[src/rtl/jtag_tap_master.sv]
// Host-side JTAG initiator: sequences TCK/TMS/TDI for TAP reset, IR/DR shifts and
// Run-Test/Idle clocking, and returns captured TDO bits on a one-cycle response strobe.
module jtag_tap_master #(
  parameter int unsigned CLK_DIV = 4,
  parameter int unsigned MAX_LEN = 32
) (
  input  logic               wb_clk_i,
  input  logic               wb_rst_i,
  input  logic               cmd_valid_i,
  output logic               cmd_ready_o,
  input  logic [1:0]         cmd_op_i,
  input  logic [5:0]         cmd_len_i,
  input  logic [MAX_LEN-1:0] cmd_data_i,
  output logic               rsp_valid_o,
  output logic [MAX_LEN-1:0] rsp_data_o,
  output logic               busy_o,
  output logic               tck_o,
  output logic               tms_o,
  output logic               tdi_o,
  input  logic               tdo_i
);

  localparam int unsigned DivW = (CLK_DIV > 1) ? $clog2(CLK_DIV) : 1;
  localparam int unsigned CntW = $clog2(MAX_LEN + 8);
  localparam int unsigned IdxW = (MAX_LEN > 1) ? $clog2(MAX_LEN) : 1;
  localparam logic [DivW-1:0] DivLast = DivW'(CLK_DIV - 1);

  localparam logic [1:0] OpReset = 2'b00;
  localparam logic [1:0] OpIr    = 2'b01;
  localparam logic [1:0] OpRun   = 2'b11;

  typedef enum logic [2:0] {StRstSeq, StIdle, StHdr, StShift, StTrl, StDone} state_e;

  state_e              state_q, state_d;
  logic [DivW-1:0]     div_q, div_d;
  logic                tck_q, tck_d;
  logic                tms_q, tms_d;
  logic                tdi_q, tdi_d;
  logic [CntW-1:0]     bit_q, bit_d;
  logic                prime_q, prime_d;
  logic [1:0]          op_q, op_d;
  logic [CntW-1:0]     len_q, len_d;
  logic [MAX_LEN-1:0]  data_q, data_d;
  logic [MAX_LEN-1:0]  cap_q, cap_d;
  logic [MAX_LEN-1:0]  rsp_q, rsp_d;

  logic [CntW-1:0]     eff_len;
  logic [CntW-1:0]     seg_len;
  logic                tck_fall;
  logic                tck_rise;
  state_e              nxt_state;
  logic [CntW-1:0]     nxt_bit;
  logic                nxt_tms;
  logic                nxt_tdi;

  always_ff @(posedge wb_clk_i or posedge wb_rst_i) begin
    if (wb_rst_i) begin
      state_q <= StRstSeq;
      div_q   <= '0;
      tck_q   <= 1'b0;
      tms_q   <= 1'b1;
      tdi_q   <= 1'b0;
      bit_q   <= '0;
      prime_q <= 1'b1;
      op_q    <= OpReset;
      len_q   <= '0;
      data_q  <= '0;
      cap_q   <= '0;
      rsp_q   <= '0;
    end else begin
      state_q <= state_d;
      div_q   <= div_d;
      tck_q   <= tck_d;
      tms_q   <= tms_d;
      tdi_q   <= tdi_d;
      bit_q   <= bit_d;
      prime_q <= prime_d;
      op_q    <= op_d;
      len_q   <= len_d;
      data_q  <= data_d;
      cap_q   <= cap_d;
      rsp_q   <= rsp_d;
    end
  end

  always_comb begin
    if (cmd_len_i == 6'd0) begin
      eff_len = CntW'(1);
    end else if (32'(cmd_len_i) > MAX_LEN) begin
      eff_len = CntW'(MAX_LEN);
    end else begin
      eff_len = CntW'(cmd_len_i);
    end
  end

  // Number of TCK cycles in the segment the current state is clocking out.
  always_comb begin
    case (state_q)
      StRstSeq: seg_len = CntW'(6);
      StHdr:    seg_len = (op_q == OpIr) ? CntW'(4) : CntW'(3);
      StShift:  seg_len = len_q;
      default:  seg_len = CntW'(2);
    endcase
  end

  // prime_q marks the edge that launches the first bit of a segment chain, with no
  // preceding high phase to end and no TDO to sample.
  assign tck_fall = prime_q || (tck_q && (div_q == DivLast));
  assign tck_rise = !prime_q && !tck_q && (div_q == DivLast);

  always_comb begin
    nxt_state = state_q;
    nxt_bit   = bit_q + CntW'(1);
    if (prime_q) begin
      nxt_bit = '0;
    end else if (nxt_bit >= seg_len) begin
      nxt_bit = '0;
      case (state_q)
        StHdr:   nxt_state = StShift;
        StShift: nxt_state = (op_q == OpRun) ? StDone : StTrl;
        default: nxt_state = StDone;
      endcase
    end
  end

  always_comb begin
    nxt_tms = 1'b0;
    nxt_tdi = 1'b0;
    case (nxt_state)
      StRstSeq: nxt_tms = (nxt_bit < CntW'(5));
      StHdr:    nxt_tms = (op_q == OpIr) ? (nxt_bit < CntW'(2)) : (nxt_bit == '0);
      StShift: begin
        if (op_q != OpRun) begin
          nxt_tms = (nxt_bit == (len_q - CntW'(1)));
          nxt_tdi = data_q[nxt_bit[IdxW-1:0]];
        end
      end
      StTrl:    nxt_tms = (nxt_bit == '0);
      default:  ;
    endcase
  end

  always_comb begin
    state_d = state_q;
    div_d   = div_q;
    tck_d   = tck_q;
    tms_d   = tms_q;
    tdi_d   = tdi_q;
    bit_d   = bit_q;
    prime_d = prime_q;
    op_d    = op_q;
    len_d   = len_q;
    data_d  = data_q;
    cap_d   = cap_q;
    rsp_d   = rsp_q;
    case (state_q)
      StIdle: begin
        tck_d = 1'b0;
        tms_d = 1'b0;
        tdi_d = 1'b0;
        if (cmd_valid_i) begin
          op_d    = cmd_op_i;
          len_d   = eff_len;
          data_d  = cmd_data_i;
          cap_d   = '0;
          prime_d = 1'b1;
          div_d   = '0;
          bit_d   = '0;
          case (cmd_op_i)
            OpReset: state_d = StRstSeq;
            OpRun:   state_d = StShift;
            default: state_d = StHdr;
          endcase
        end
      end
      StDone: begin
        state_d = StIdle;
      end
      default: begin
        if (tck_fall) begin
          prime_d = 1'b0;
          tck_d   = 1'b0;
          div_d   = '0;
          if (!prime_q && (state_q == StShift) && (op_q != OpRun)) begin
            cap_d[bit_q[IdxW-1:0]] = tdo_i;
          end
          if (nxt_state == StDone) begin
            // Completion always lands in TRL, RST_SEQ or a run-idle SHIFT, none of
            // which write cap on this edge, so cap_q is already final.
            state_d = StDone;
            tms_d   = 1'b0;
            tdi_d   = 1'b0;
            rsp_d   = cap_q;
          end else begin
            state_d = nxt_state;
            bit_d   = nxt_bit;
            tms_d   = nxt_tms;
            tdi_d   = nxt_tdi;
          end
        end else if (tck_rise) begin
          tck_d = 1'b1;
          div_d = '0;
        end else begin
          div_d = div_q + DivW'(1);
        end
      end
    endcase
  end

  always_comb begin
    cmd_ready_o = (state_q == StIdle);
    busy_o      = (state_q != StIdle);
    rsp_valid_o = (state_q == StDone);
    rsp_data_o  = rsp_q;
    tck_o       = tck_q;
    tms_o       = tms_q;
    tdi_o       = tdi_q;
  end

endmodule
[config.mk]
export PLATFORM = sky130hd
export DESIGN_NAME = jtag_tap_master
export DESIGN_NICKNAME = d
export VERILOG_FILES = /design/src/rtl/jtag_tap_master.sv
export SDC_FILE = /design/constraint.sdc
export NUM_CORES = 1
export LEC_CHECK = 0
export ABC_AREA = 1
export BUFFER_PORTS_ARGS = -buffer_cell sky130_fd_sc_hd__buf_2
export CAP_MARGIN = 20
export CORE_MARGIN = 2
export CORE_UTILIZATION = 35
export CTS_CLUSTER_SIZE = 12
export DETAILED_ROUTE_END_ITERATION = 16
export PLACE_DENSITY = 0.54
export SYNTH_ARGS = -nofsm -noshare
export SYNTH_HDL_FRONTEND = slang
export SYNTH_SLANG_ARGS = --single-unit
[constraint.sdc]
create_clock -name wb_clk_i -period 5.42 [get_ports wb_clk_i]
set_input_delay 0.813 -clock wb_clk_i [delete_from_list [all_inputs] [get_ports wb_clk_i]]
set_output_delay 0.813 -clock wb_clk_i [all_outputs]
set_load 0.02 [all_outputs]
==> run metrics <==
status=completed; #FFs+latches synth=119; Ports=82; Leak=0.00373 uW; Die Ht=135 um; most frequent cell after synthesis=nand2_1; Post-synth ARST share=100%; r2r endpoint=tdi_o; Port Buf Inserts=81; clock period minus final worst setup slack=3.96 ns; Reg power frac=29.3%; Core Rows=47; Worst-Skew Late Latency=0.42 ns; Fmax=252 MHz; Core ar.=0.0167 sq mm; Top FF cell, synth=dfrtp_1; clock slew at reported path FFs=0.06 ns; antenna cells=0; clk root buf=clkbuf_16; DRC errors left=0; Power Density=591 mW/mm^2; GPL Wtd Cong=0.859; FF-to-FF path depth=18; Yosys top cell by area=dfrtp_1; Total Routing Usage GR=17.4%; Vias/cell=4.92; min-delay worst type=primary input to async pin; top cells by area, synth=dfrtp_1, nand2_1, o21ai_0; Final ANT Viol Nets=0; hold_buf cts=0; DR pass1 iterations=4; Initial Util=36.1%; Synthesis Warnings=0; area share of the largest cell type after synthesis=48.6%; clock power share=28.6%; largest net degree at the start of global routing=82; RSZ-0062 raised after global routing=no; worst setup margin=1.46 ns; Sw Pwr=1800 uW; total congestion overflow=0; wire length per cell=14.4 um; worst slack, placed=1.56 ns; Mapped Cells=723; final net count=855; Iter 0 DRT Violations=281; CP Max Fanout=19; clk_skew=0.0138 ns; DP Cell Count=999; # setup viols final=0; Max-cap violations=0; DIE AREA=0.0183 sq mm; Logic pwr share=42.1%; origin of the worst setup path=bit_q[2]; flop2flop setup slack=1.46 ns; Max-slew headroom=28.1%; post-detail-place hpwl=10.6 mm; width of the chip=135 um; mapped cell area=0.00602 sq mm; number of flops mapped to enable cells by yosys=0; CTS tree=yes; global-route wire length before repair=24.9 mm; clock tree buffer depth=2; Area Growth Syn to Fin=20.9%; Worst Setup Path Type=register to register; worst r2r src=bit_q[2]; H-tree levels=4; vias in the first global route=5126; Unique masters post-synth=32; synth cell count leaders=nand2_1, dfrtp_1, inv_1; CP required=5.74 ns; syn avg cell area=8.33 sq um; crit end category=register; initial antenna violation count=0; via count=5081; sequential area share after synthesis=49.5%; startpoint types=register; Net Sw Frac=41.7%; share of post-route cells with drive strength above 1=17.9%; syn nets=779; postcts setup bufs=0; CTS resizes=0; Slew Viols, Final=0; period utilization=73.1%; Final Non-Filler Cells=1032; Detailed Route WL=14.9 mm; Worst VDD drop=0.321 mV; total CTS buffers=17; worst slew pin tran=1.07 ns; P_int=2510 uW; clock sinks=119; final hold vios=0; Setup TNS=0 ns; Critical Path AT=4.28 ns
-- cell families (layout without fill, tap and decap cells) --
family                     after synthesis  in the layout  synth area share, %
buffers and inverters                  102            191                 6.75
AOI/OAI and AO/OA                      120            120                 11.7
and+or+nand+nor                        334            334                 23.2
DFF                                    119            119                 49.5
muxes                                   28             28                 5.24
xor gates and xnor gates                 8              8                 1.16
adders and majority gates               12             12                 2.49
-- power groups by stage --
stage	Sequential, uW	Clock (uW)	Combinational (uW)
6_report	1260	1230	1810
5_1_grt	1280	1300	2100
4_1_cts	1260	1260	1810
3_5_place_dp	1270	0	1800
3_3_place_gp	1270	0	1770
2_1_floorplan	1250	0	1390
-- worst max-delay path, stage by stage, from the launching register on --
cell and delay [ns]:
dfrtp_1 0.47, inv_1 0.17, nor2_1 0.36, nand2_1 0.20, nand2_1 0.14, inv_1 0.05
ha_1 0.27, nand2_1 0.10, inv_2 0.05, a21oi_4 0.47, nand3_1 0.24, nor2_1 0.69
nand3_1 0.17, nand3_1 0.13, nand3_1 0.07, nand2_1 0.08, nand2_1 0.05, nand3_1 0.09
nand2_1 0.05
-- sequential cells by signal (all words and copies together), names as in the netlist --
name / flops
cap_q: 32
rsp_data_o: 32
prime_q: 1
len_q: 6
data_q: 32
op_q: 2
tms_o: 1
div_q: 2
state_q: 3
bit_q: 6
tck_o: 1
tdi_o: 1
-- per-layer routing --
metal	part of all wire [%]	routed length [um]	track usage (%)	vias to the layer above
met5	0	0	0	-
met4	2.8	412	7.52	0
met3	4.0	598	4.15	30
met2	49	7250	29.3	116
met1	45	6640	21.5	2399
li1	-	-	-	2536
-- worst max path at each step --
stage / endpoint / depth (start not counted)
after global placement: rsp_data_o[27] / 17
after detailed placement: rsp_data_o[26] / 17
final: tdi_o / 18
after floorplan: bit_q[0] / 1
after CTS: rsp_data_o[26] / 17
after global routing: tdi_o / 20
-- layout by cell type, fill, tap and decap left out, types with 5 or more instances in the layout --
| master | count |
|---|---|
| nand4_1 | 18 |
| mux2_2 | 6 |
| o21ai_0 | 51 |
| o31ai_1 | 29 |
| nand2_1 | 217 |
| buf_2 | 81 |
| nand3_1 | 45 |
| bufinv_16 | 5 |
| a21oi_1 | 29 |
| mux2_1 | 22 |
| inv_2 | 7 |
| nor2_1 | 42 |
| dfrtp_1 | 117 |
| ha_1 | 12 |
| buf_4 | 6 |
| xor2_1 | 8 |
| inv_1 | 62 |
| clkbuf_16 | 17 |
-- metrics by stage --
| stage | power (uW) | hold slack (ns) | area (sq um) | util, % |
|---|---|---|---|---|
| after floorplan | 2640 | 0.442 | 6020 | - |
| final | 4310 | 0.391 | 7280 | 43.6 |
| after detailed placement | 3080 | 0.462 | 6610 | 39.6 |
| after global placement | 3040 | 0.462 | 6610 | 39.6 |
| after global routing | 4680 | 0.423 | 7280 | 43.6 |
| after CTS | 4330 | 0.474 | 7250 | 43.4 |
-- layout make-up --
cell class              count  area, sq um
multi-input cells         502         2640
inverters                  71          269
fillers                  1698         9420
clock buffers              20          447
repair buffers             88          478
flip-flops and latches    119         2980
clock inverters            12          198
well taps                 220          275
Power figures use the tool's default switching activity.
